**src/rtl/graphics_pkg.sv**
```systemverilog
// Shared types and constants for the block-draw control path.
// Holds the state encoding, pixel geometry and the Moore output decode.
package graphics_pkg;

  localparam int unsigned PIXELS_PER_BLOCK = 64;
  localparam int unsigned PIX_W            = 6;
  localparam logic [2:0]  WHITE            = 3'b111;

  typedef enum logic [3:0] {
    S_IDLE,
    S_LOAD,
    S_DRAW,
    S_FLASH,
    S_FLASH_DRAW,
    S_HOLD,
    S_RESTORE,
    S_RESTORE_DRAW,
    S_DONE
  } state_t;

  typedef struct packed {
    logic ready;
    logic busy;
    logic done;
    logic load;
    logic enable;
    logic flash;
    logic ld_previous;
    logic plot;
  } ctrl_t;

  // Strobe pattern for each state; the three datapath reload strobes are mutually exclusive.
  function automatic ctrl_t decode(input state_t s);
    ctrl_t c;
    c       = '0;
    c.ready = (s == S_IDLE);
    c.busy  = (s != S_IDLE);
    case (s)
      S_LOAD: begin
        c.load   = 1'b1;
        c.enable = 1'b1;
      end
      S_DRAW, S_FLASH_DRAW, S_RESTORE_DRAW: begin
        c.enable = 1'b1;
        c.plot   = 1'b1;
      end
      S_FLASH:   c.flash       = 1'b1;
      S_RESTORE: c.ld_previous = 1'b1;
      S_DONE:    c.done        = 1'b1;
      default:   ;
    endcase
    return c;
  endfunction

endpackage

```
**src/rtl/graphics_control_hold_timer.sv**
```systemverilog
// Down-counter timing how long the white block stays on screen.
// 'start' loads CYCLES-1; 'expired' is high once the count reaches zero.
module hold_timer #(
  parameter int unsigned CYCLES = 25_000_000,
  parameter int unsigned W      = 25
) (
  input  logic clock,
  input  logic reset,
  input  logic start,
  output logic expired
);

  logic [W-1:0] cnt_q;
  logic [W-1:0] cnt_d;

  always_comb begin
    cnt_d = cnt_q;
    if (start) begin
      cnt_d = W'(CYCLES - 1);
    end else if (cnt_q != '0) begin
      cnt_d = cnt_q - W'(1);
    end
  end

  // Expired is registered alongside the count so it always mirrors cnt_q == 0.
  always_ff @(posedge clock or posedge reset) begin
    if (reset) begin
      cnt_q   <= '0;
      expired <= 1'b1;
    end else begin
      cnt_q   <= cnt_d;
      expired <= (cnt_d == '0);
    end
  end

endmodule

```
**src/rtl/graphics_control.sv**
```systemverilog
// Sequences datapath strobes and VGA plot so each request paints one 8x8 block,
// optionally flashing it white for HOLD_CYCLES before restoring the original colour.
module graphics_control
  import graphics_pkg::*;
#(
  parameter int unsigned HOLD_CYCLES = 25_000_000,
  parameter int unsigned HOLD_W      = 25
) (
  input  logic clock,
  input  logic reset,
  input  logic req,
  input  logic flash_req,
  output logic ready,
  output logic busy,
  output logic done,
  output logic load,
  output logic enable,
  output logic flash,
  output logic ld_previous,
  output logic plot
);

  state_t           state_q, state_d;
  logic [PIX_W-1:0] pix_q, pix_d;
  logic             flash_q, flash_d;
  logic             hold_start;
  logic             hold_expired;
  logic             pix_last;
  ctrl_t            ctrl_q;

  assign pix_last = (pix_q == PIX_W'(PIXELS_PER_BLOCK - 1));

  hold_timer #(
    .CYCLES(HOLD_CYCLES),
    .W     (HOLD_W)
  ) u_hold_timer (
    .clock  (clock),
    .reset  (reset),
    .start  (hold_start),
    .expired(hold_expired)
  );

  // Next state; pix only advances inside draw phases and is zero on entry to each.
  always_comb begin
    state_d    = state_q;
    flash_d    = flash_q;
    pix_d      = '0;
    hold_start = 1'b0;
    case (state_q)
      S_IDLE: begin
        if (req) begin
          flash_d = flash_req;
          state_d = S_LOAD;
        end
      end
      S_LOAD:  state_d = S_DRAW;
      S_DRAW: begin
        pix_d = pix_q + PIX_W'(1);
        if (pix_last) state_d = flash_q ? S_FLASH : S_DONE;
      end
      S_FLASH: state_d = S_FLASH_DRAW;
      S_FLASH_DRAW: begin
        pix_d = pix_q + PIX_W'(1);
        if (pix_last) begin
          state_d    = S_HOLD;
          hold_start = 1'b1;
        end
      end
      S_HOLD: begin
        if (hold_expired) state_d = S_RESTORE;
      end
      S_RESTORE: state_d = S_RESTORE_DRAW;
      S_RESTORE_DRAW: begin
        pix_d = pix_q + PIX_W'(1);
        if (pix_last) state_d = S_DONE;
      end
      S_DONE:  state_d = S_IDLE;
      default: state_d = S_IDLE;
    endcase
  end

  // Outputs are registered from the next state, so they line up with the state they decode.
  always_ff @(posedge clock or posedge reset) begin
    if (reset) begin
      state_q <= S_IDLE;
      pix_q   <= '0;
      flash_q <= 1'b0;
      ctrl_q  <= decode(S_IDLE);
    end else begin
      state_q <= state_d;
      pix_q   <= pix_d;
      flash_q <= flash_d;
      ctrl_q  <= decode(state_d);
    end
  end

  assign ready       = ctrl_q.ready;
  assign busy        = ctrl_q.busy;
  assign done        = ctrl_q.done;
  assign load        = ctrl_q.load;
  assign enable      = ctrl_q.enable;
  assign flash       = ctrl_q.flash;
  assign ld_previous = ctrl_q.ld_previous;
  assign plot        = ctrl_q.plot;

endmodule

```
**config.mk**
```make
export PLATFORM = sky130hd
export DESIGN_NAME = graphics_control
export DESIGN_NICKNAME = d
export VERILOG_FILES = /design/src/rtl/graphics_pkg.sv /design/src/rtl/graphics_control_hold_timer.sv /design/src/rtl/graphics_control.sv
export SDC_FILE = /design/constraint.sdc
export NUM_CORES = 1
export LEC_CHECK = 0
export BUFFER_PORTS_ARGS = -buffer_cell sky130_fd_sc_hd__buf_2
export CAP_MARGIN = 20
export CORE_MARGIN = 5
export CORE_UTILIZATION = 26
export CTS_BUF_LIST = sky130_fd_sc_hd__clkbuf_4 sky130_fd_sc_hd__clkbuf_8 sky130_fd_sc_hd__clkbuf_16
export CTS_CLUSTER_SIZE = 12
export DETAILED_ROUTE_END_ITERATION = 8
export GPL_TIMING_DRIVEN = 0
export SLEW_MARGIN = 10
export SYNTH_ARGS = -nofsm -noshare
export SYNTH_HDL_FRONTEND = slang
export SYNTH_SLANG_ARGS = --single-unit
```
**constraint.sdc**
```tcl
create_clock -name clock -period 3.15 [get_ports clock]
set_clock_uncertainty 0.05 [all_clocks]
set_input_delay 0.63 -clock clock [delete_from_list [all_inputs] [get_ports clock]]
set_output_delay 0.63 -clock clock [all_outputs]
set_load 0.01 [all_outputs]
```
==> out/qor.csv, run 1 <==
metric,value,unit
worst_pin_slew,843,ps
cts_sinks,45,
antenna_found_initial,0,
coreArea,8300,um^2
clk_latency,290,ps
cap_violations,0,
grt_pass1_wl,7.70,mm
slowest_stage,or3b_2,
cts_inserted_buffers,5,
drc_errors,0,
seq_area_frac_synth,50.4,%
place_hpwl,3.31,mm
fmax,332,MHz
die_h,103,um
syn_to_final_growth,14.1,%
cts-root-buf,clkbuf_8,
hold_viol_final,0,
synth.ff_latch_count,45,
setup_tns,0,ps
h-tree-depth,2,
p_total,1.20,mW
drt_wl_total,4.53,mm
crit_type,flip-flop to flip-flop,
holdWs,230,ps
initial_core_util,27.0,%
layout_common_cells,"dfrtp_1 (43), nor2_1 (31), nand2_1 (19)",
cpPeakStageDelay,480,ps
endpoint_kind,flip-flop,
gp_congestion,0.868,
ys_types,47,
worst-path-max-fanout,8,
die_w,103,um
syn_area_per_cell,9.70,um^2
port-buffer-count,11,
grt_max_degree,33,
placed_area,2450,um^2
grt_use_total,9.13,%
synthCells,231,
path_cells,"inv_1, ha_1, or3b_2, or3_1, buf_2, a211oi_4, xnor2_1, nand4_1, nor4_2, and4b_1",
drive_above_1_share,14.7,%
ys.flop_type,dfrtp_1,
row_count,33,
synthArstFlopShare,100,%
final_common_cell,dfrtp_1,
ant_nets,0,
ios,12,
required,3330,ps
powerDensity,469,nW/um^2
setup_viol,0,
fin_crit_sh,95.5,%
post_cts_buffers,0,
cp-start-kind,flip-flop,
place_inst,348,
wl_per_cell,12.7,um
drt-pass1-iter-count,4,
cts.reportedPaths.clkPinSlew,80,ps
vias,1678,
clk_path_buf_depth,2,
syn_area,2240,um^2
ir_drop,0.253,mV
vias_per_cell,4.71,
rsz0062_at_grt,false,
final_cells,356,
antenna_cells,0,
grt_pass1_vias,1609,
cts_tree,done,
nets,256,
dieArea,10600,um^2
worst_slack,141,ps
synth_edf_count,0,
fin_area,2550,um^2
worstHoldPathType,primary input to async pin,
ys.warnings.count,0,
total_leakage_power,1.26,nW
synth_nets,237,
post-route-min-period,3010,ps
drv_slew,0,
grt.overflow.total,0,
cts_hold_buf,0,
outcome,"complete, no violations",
utilization,30.8,%
post-place-ws,122,ps
drt-initial-drc-count,95,
arrival,3190,ps
max-slew-margin-rel,42.4,%
[final timing paths]
check	endpoint	from	cells after the start	slack (ps)
worst max-delay path	u_hold_timer.expired	u_hold_timer.cnt_q[0]	10	140
worst min-delay path	u_hold_timer.cnt_q[22]	reset	2	230
worst max register to register	u_hold_timer.expired	u_hold_timer.cnt_q[0]	10	140
worst min register to register	pix_q[0]	pix_q[0]	1	410
max in group asynchronous	u_hold_timer.expired	reset	3	2280
min in group clock	pix_q[0]	pix_q[0]	1	410
[cell usage after synthesis (3+ instances only)]
cell	count	area share [%]
dfrtp_1	43	48
nor2_1	31	5.2
nand2_1	20	3.4
xnor2_1	15	5.9
nor3_1	9	2.0
o21ai_0	9	2.0
inv_1	8	1.3
nor4_1	7	2.0
xor2_1	7	2.7
a21oi_1	6	1.3
clkbuf_1	6	1.0
and3_1	5	1.4
nand2b_1	5	1.4
nand3_1	5	1.1
nand4_1	5	1.4
nor2b_1	4	1.1
and4_1	3	1.2
nand3b_1	3	1.0
or2_2	3	0.84
or3_1	3	0.84
[critical path: cells and delay by family (launching register included)]
kind,cells,cell delay (ps)
simple gates,5,1460
fa+ha+maj,1,210
buf+inv,2,310
compound gates,1,320
xor+xnor,1,200
flops,1,410
[sequential cells by signal, summed over array words and instances, names as in the netlist]
signal,count
load,1
state_q,4
busy,1
ready,1
u_hold_timer.cnt_q,25
flash_q,1
u_hold_timer.expired,1
enable,1
pix_q,6
plot,1
done,1
ld_previous,1
flash,1
[cell type report]
class	count	area [um^2]
repair buffers	12	75.1
fillers	846	5740
clock inverters	2	10.0
clock buffers	6	76.3
well taps	105	131
inverters	8	30.0
multi-input cells	170	1070
plain buffers	8	32.5
flip-flops and latches	45	1130
[per-layer routing]
| layer | GRT usage, % | wire [um] |
|---|---|---|
| met1 | 13.4 | 2410 |
| met2 | 13.3 | 1930 |
| met3 | 2.64 | 162 |
| met4 | 2.09 | 24 |
| met5 | 0 | 0 |
[power by group]
| part | internal, mW | switching [mW] |
|---|---|---|
| combinational | 0.0770 | 0.106 |
| clock | 0.163 | 0.190 |
| sequential | 0.627 | 0.0359 |
| total | 0.867 | 0.332 |
[cell families (layout without fill, tap and decap cells)]
logic type | after synthesis | count (layout) | share of synthesized area (%)
buffers and inverters | 16 | 36 | 2.79
AO/OA/AOI/OAI | 28 | 28 | 8.38
AND/OR/NAND/NOR | 116 | 116 | 27.8
flip-flops | 45 | 45 | 50.4
adder cells (fa/ha/maj) | 2 | 2 | 1.12
multiplexers | 2 | 2 | 0.950
XOR/XNOR | 22 | 22 | 8.60
[what timing repair did]
action	CTS	global route
setup endpoints to repair	0	1
resized for setup	0	4
hold endpoints to repair	0	0
(Power assumes the default switching activity.)
==> inputs of run 2 (changes only) <==
clock period = 2.6 ns   (was 3.15 ns; I/O delays follow)
==> run 2 against run 1 <==
Net effect:
- the run now ends with setup timing left
- maximum frequency up 9.5%
- final area up 7.5%
- cell count up 3.4%
- first-iteration DRC count down 9.5%
- die area unchanged
- total power up 32%
- critical endpoint unchanged
==> out/qor.csv, run 2 (same netlist as run 1, synthesis figures left out) <==
metric,value,unit,change
outcome,"finished, violations left",,
violations,setup timing,,
cts_inserted_buffers,5,,unchanged
vias,1746,,+4.1%
worst_slack,-149,ps,-290 ps
pwr-share-seq,50.8,%,-4.5 points
drt-initial-drc-count,86,,-9.5%
required,2790,ps,-540 ps
final_common_cell,dfrtp_1,,
drt-pass1-iter-count,4,,unchanged
worstHoldPathType,primary input to async pin,,
post-route-min-period,2750,ps,-260 ps
post-place-ws,-297,ps,-420 ps
dieArea,10600,um^2,unchanged
nets,268,,+4.7%
cts_hold_buf,0,,unchanged
coreArea,8300,um^2,unchanged
setup_viol,1,,+1
row_count,33,,unchanged
wl_per_cell,12.8,um,+0.93%
vias_per_cell,4.74,,+0.66%
powerDensity,575,nW/um^2,+23%
rsz0062_at_grt,true,,
port-buffer-count,11,,unchanged
antenna_cells,0,,unchanged
cts_sinks,45,,unchanged
setup_tns,-149,ps,-149 ps
die_w,103,um,unchanged
reg.largest.list,"u_hold_timer.cnt_q (25), pix_q (6), state_q (4)",,
cts_tree,done,,
worst-path-max-fanout,8,,unchanged
switching_share,25.5,%,-2.2 points
fin_area,2750,um^2,+7.5%
syn_to_final_growth,22.6,%,
internal_power,1.18,mW,+36%
clk_path_buf_depth,2,,unchanged
slowest_stage,or3_4,,
cts-root-buf,clkbuf_8,,
grt.overflow.total,0,,unchanged
utilization,33.1,%,+2.3 points
placed_area,2460,um^2,+0.61%
combPwrFrac,14.3,%,-1.0 points
grt_pass1_vias,1739,,+8.1%
initial_core_util,27.0,%,unchanged
power.switching,0.403,mW,+21%
largest_reg_flops,25,,unchanged
die_h,103,um,unchanged
cp-start-kind,flip-flop,,
layout_common_cells,"dfrtp_1 (42), nor2_1 (31), nand2_1 (19)",,
path_cells,"inv_2, ha_4, or3b_4, or3_4, a211oi_4, xnor2_1, nand4_1, nor4_2, and4b_1",,
crit_type,flip-flop to flip-flop,,
place_hpwl,3.25,mm,-2.1%
arrival,2940,ps,-250 ps
clk_latency,290,ps,about the same
ant_nets,0,,unchanged
drt_wl_total,4.72,mm,+4.3%
fmax,364,MHz,+9.5%
cpPeakStageDelay,450,ps,-30 ps
grt_use_total,9.26,%,+0.13 points
antenna_found_initial,0,,unchanged
cts.reportedPaths.clkPinSlew,80,ps,about the same
cap_violations,0,,unchanged
max-slew-margin-rel,67.4,%,+25 points
drc_errors,0,,unchanged
hold_viol_final,0,,unchanged
worst_pin_slew,485,ps,-357 ps
total_leakage_power,1.34,nW,+6.5%
holdWs,73.9,ps,-157 ps
fin_crit_sh,106,%,+10 points
gp_congestion,0.795,,-8.4%
drive_above_1_share,22.1,%,+7.3 points
grt_max_degree,38,,+15%
ios,12,,unchanged
ir_drop,0.237,mV,-6.0%
endpoint_kind,flip-flop,,
grt_pass1_wl,8.00,mm,+3.9%
largest-register,u_hold_timer.cnt_q,,
h-tree-depth,2,,unchanged
drv_slew,0,,unchanged
clkPwrFrac,34.9,%,+5.5 points
-- run 2: changes by cell type in the layout (fill, tap and decap cells not counted), moves of 2 or more --
cell,delta
buf_4,+14
buf_2,-2
clkinv_2,-2
inv_1,-2
inv_2,+2
-- run 2: power groups by stage --
stage	Clock (mW)	Sequential, mW	Combinational, mW
after floorplan	0	0.809	0.169
after global placement	0	0.815	0.216
after detailed placement	0	0.815	0.223
after CTS	0.569	0.802	0.224
after global routing	0.590	0.812	0.253
final	0.551	0.803	0.226
-- run 2: layout make-up --
cell class / instances / area, um^2
inverter: 8 / 30.0
tap: 105 / 131
timing repair buffer: 25 / 173
multi-input combinational: 170 / 1130
clock inverter: 1 / 30.0
fill: 810 / 5550
clock buffer: 7 / 90.1
sequential: 45 / 1130
buffer: 7 / 30.0
-- run 2: critical path: cells and delay by family (launching register included) --
kind	cells	cell delay, ps
and+or+nand+nor	5	1570
DFF	1	410
adders and majority gates	1	150
xor gates and xnor gates	1	180
buffers and inverters	1	90
AOI/OAI and AO/OA	1	250
-- run 2: what timing repair did --
action                                  4_1_cts  5_1_grt
buffers inserted                              5        8
pin swaps                                     2        5
resized for setup                             9        9
gates cloned                                  0        0
endpoints found under the setup margin        4       13
-- run 2: worst paths after layout --
path | to | startpoint | slack [ps] | depth (start not counted)
worst max-delay path | u_hold_timer.expired | u_hold_timer.cnt_q[0] | -150 | 9
worst min-delay path | done | reset | 70 | 2
worst max register to register | u_hold_timer.expired | u_hold_timer.cnt_q[0] | -150 | 9
worst min register to register | pix_q[0] | pix_q[0] | 420 | 1
max in group asynchronous | ready | reset | 1910 | 3
min in group clock | flash_q | flash_req | 410 | 2
-- run 2: layer usage --
layer | part of all wire, % | global-route usage [%] | vias up
met1 | 49 | 12.5 | 844
met5 | 0 | 0 | -
met4 | 2.0 | 3.59 | 0
met3 | 2.1 | 1.35 | 9
met2 | 47 | 15.0 | 25
li1 | - | - | 868
-- run 2: through the flow --
| step | total power [mW] | cells |
|---|---|---|
| floorplan | 0.978 | 231 |
| global placement | 1.03 | 347 |
| detailed placement | 1.04 | 348 |
| CTS | 1.59 | 361 |
| global route | 1.66 | 368 |
| finish | 1.58 | 368 |
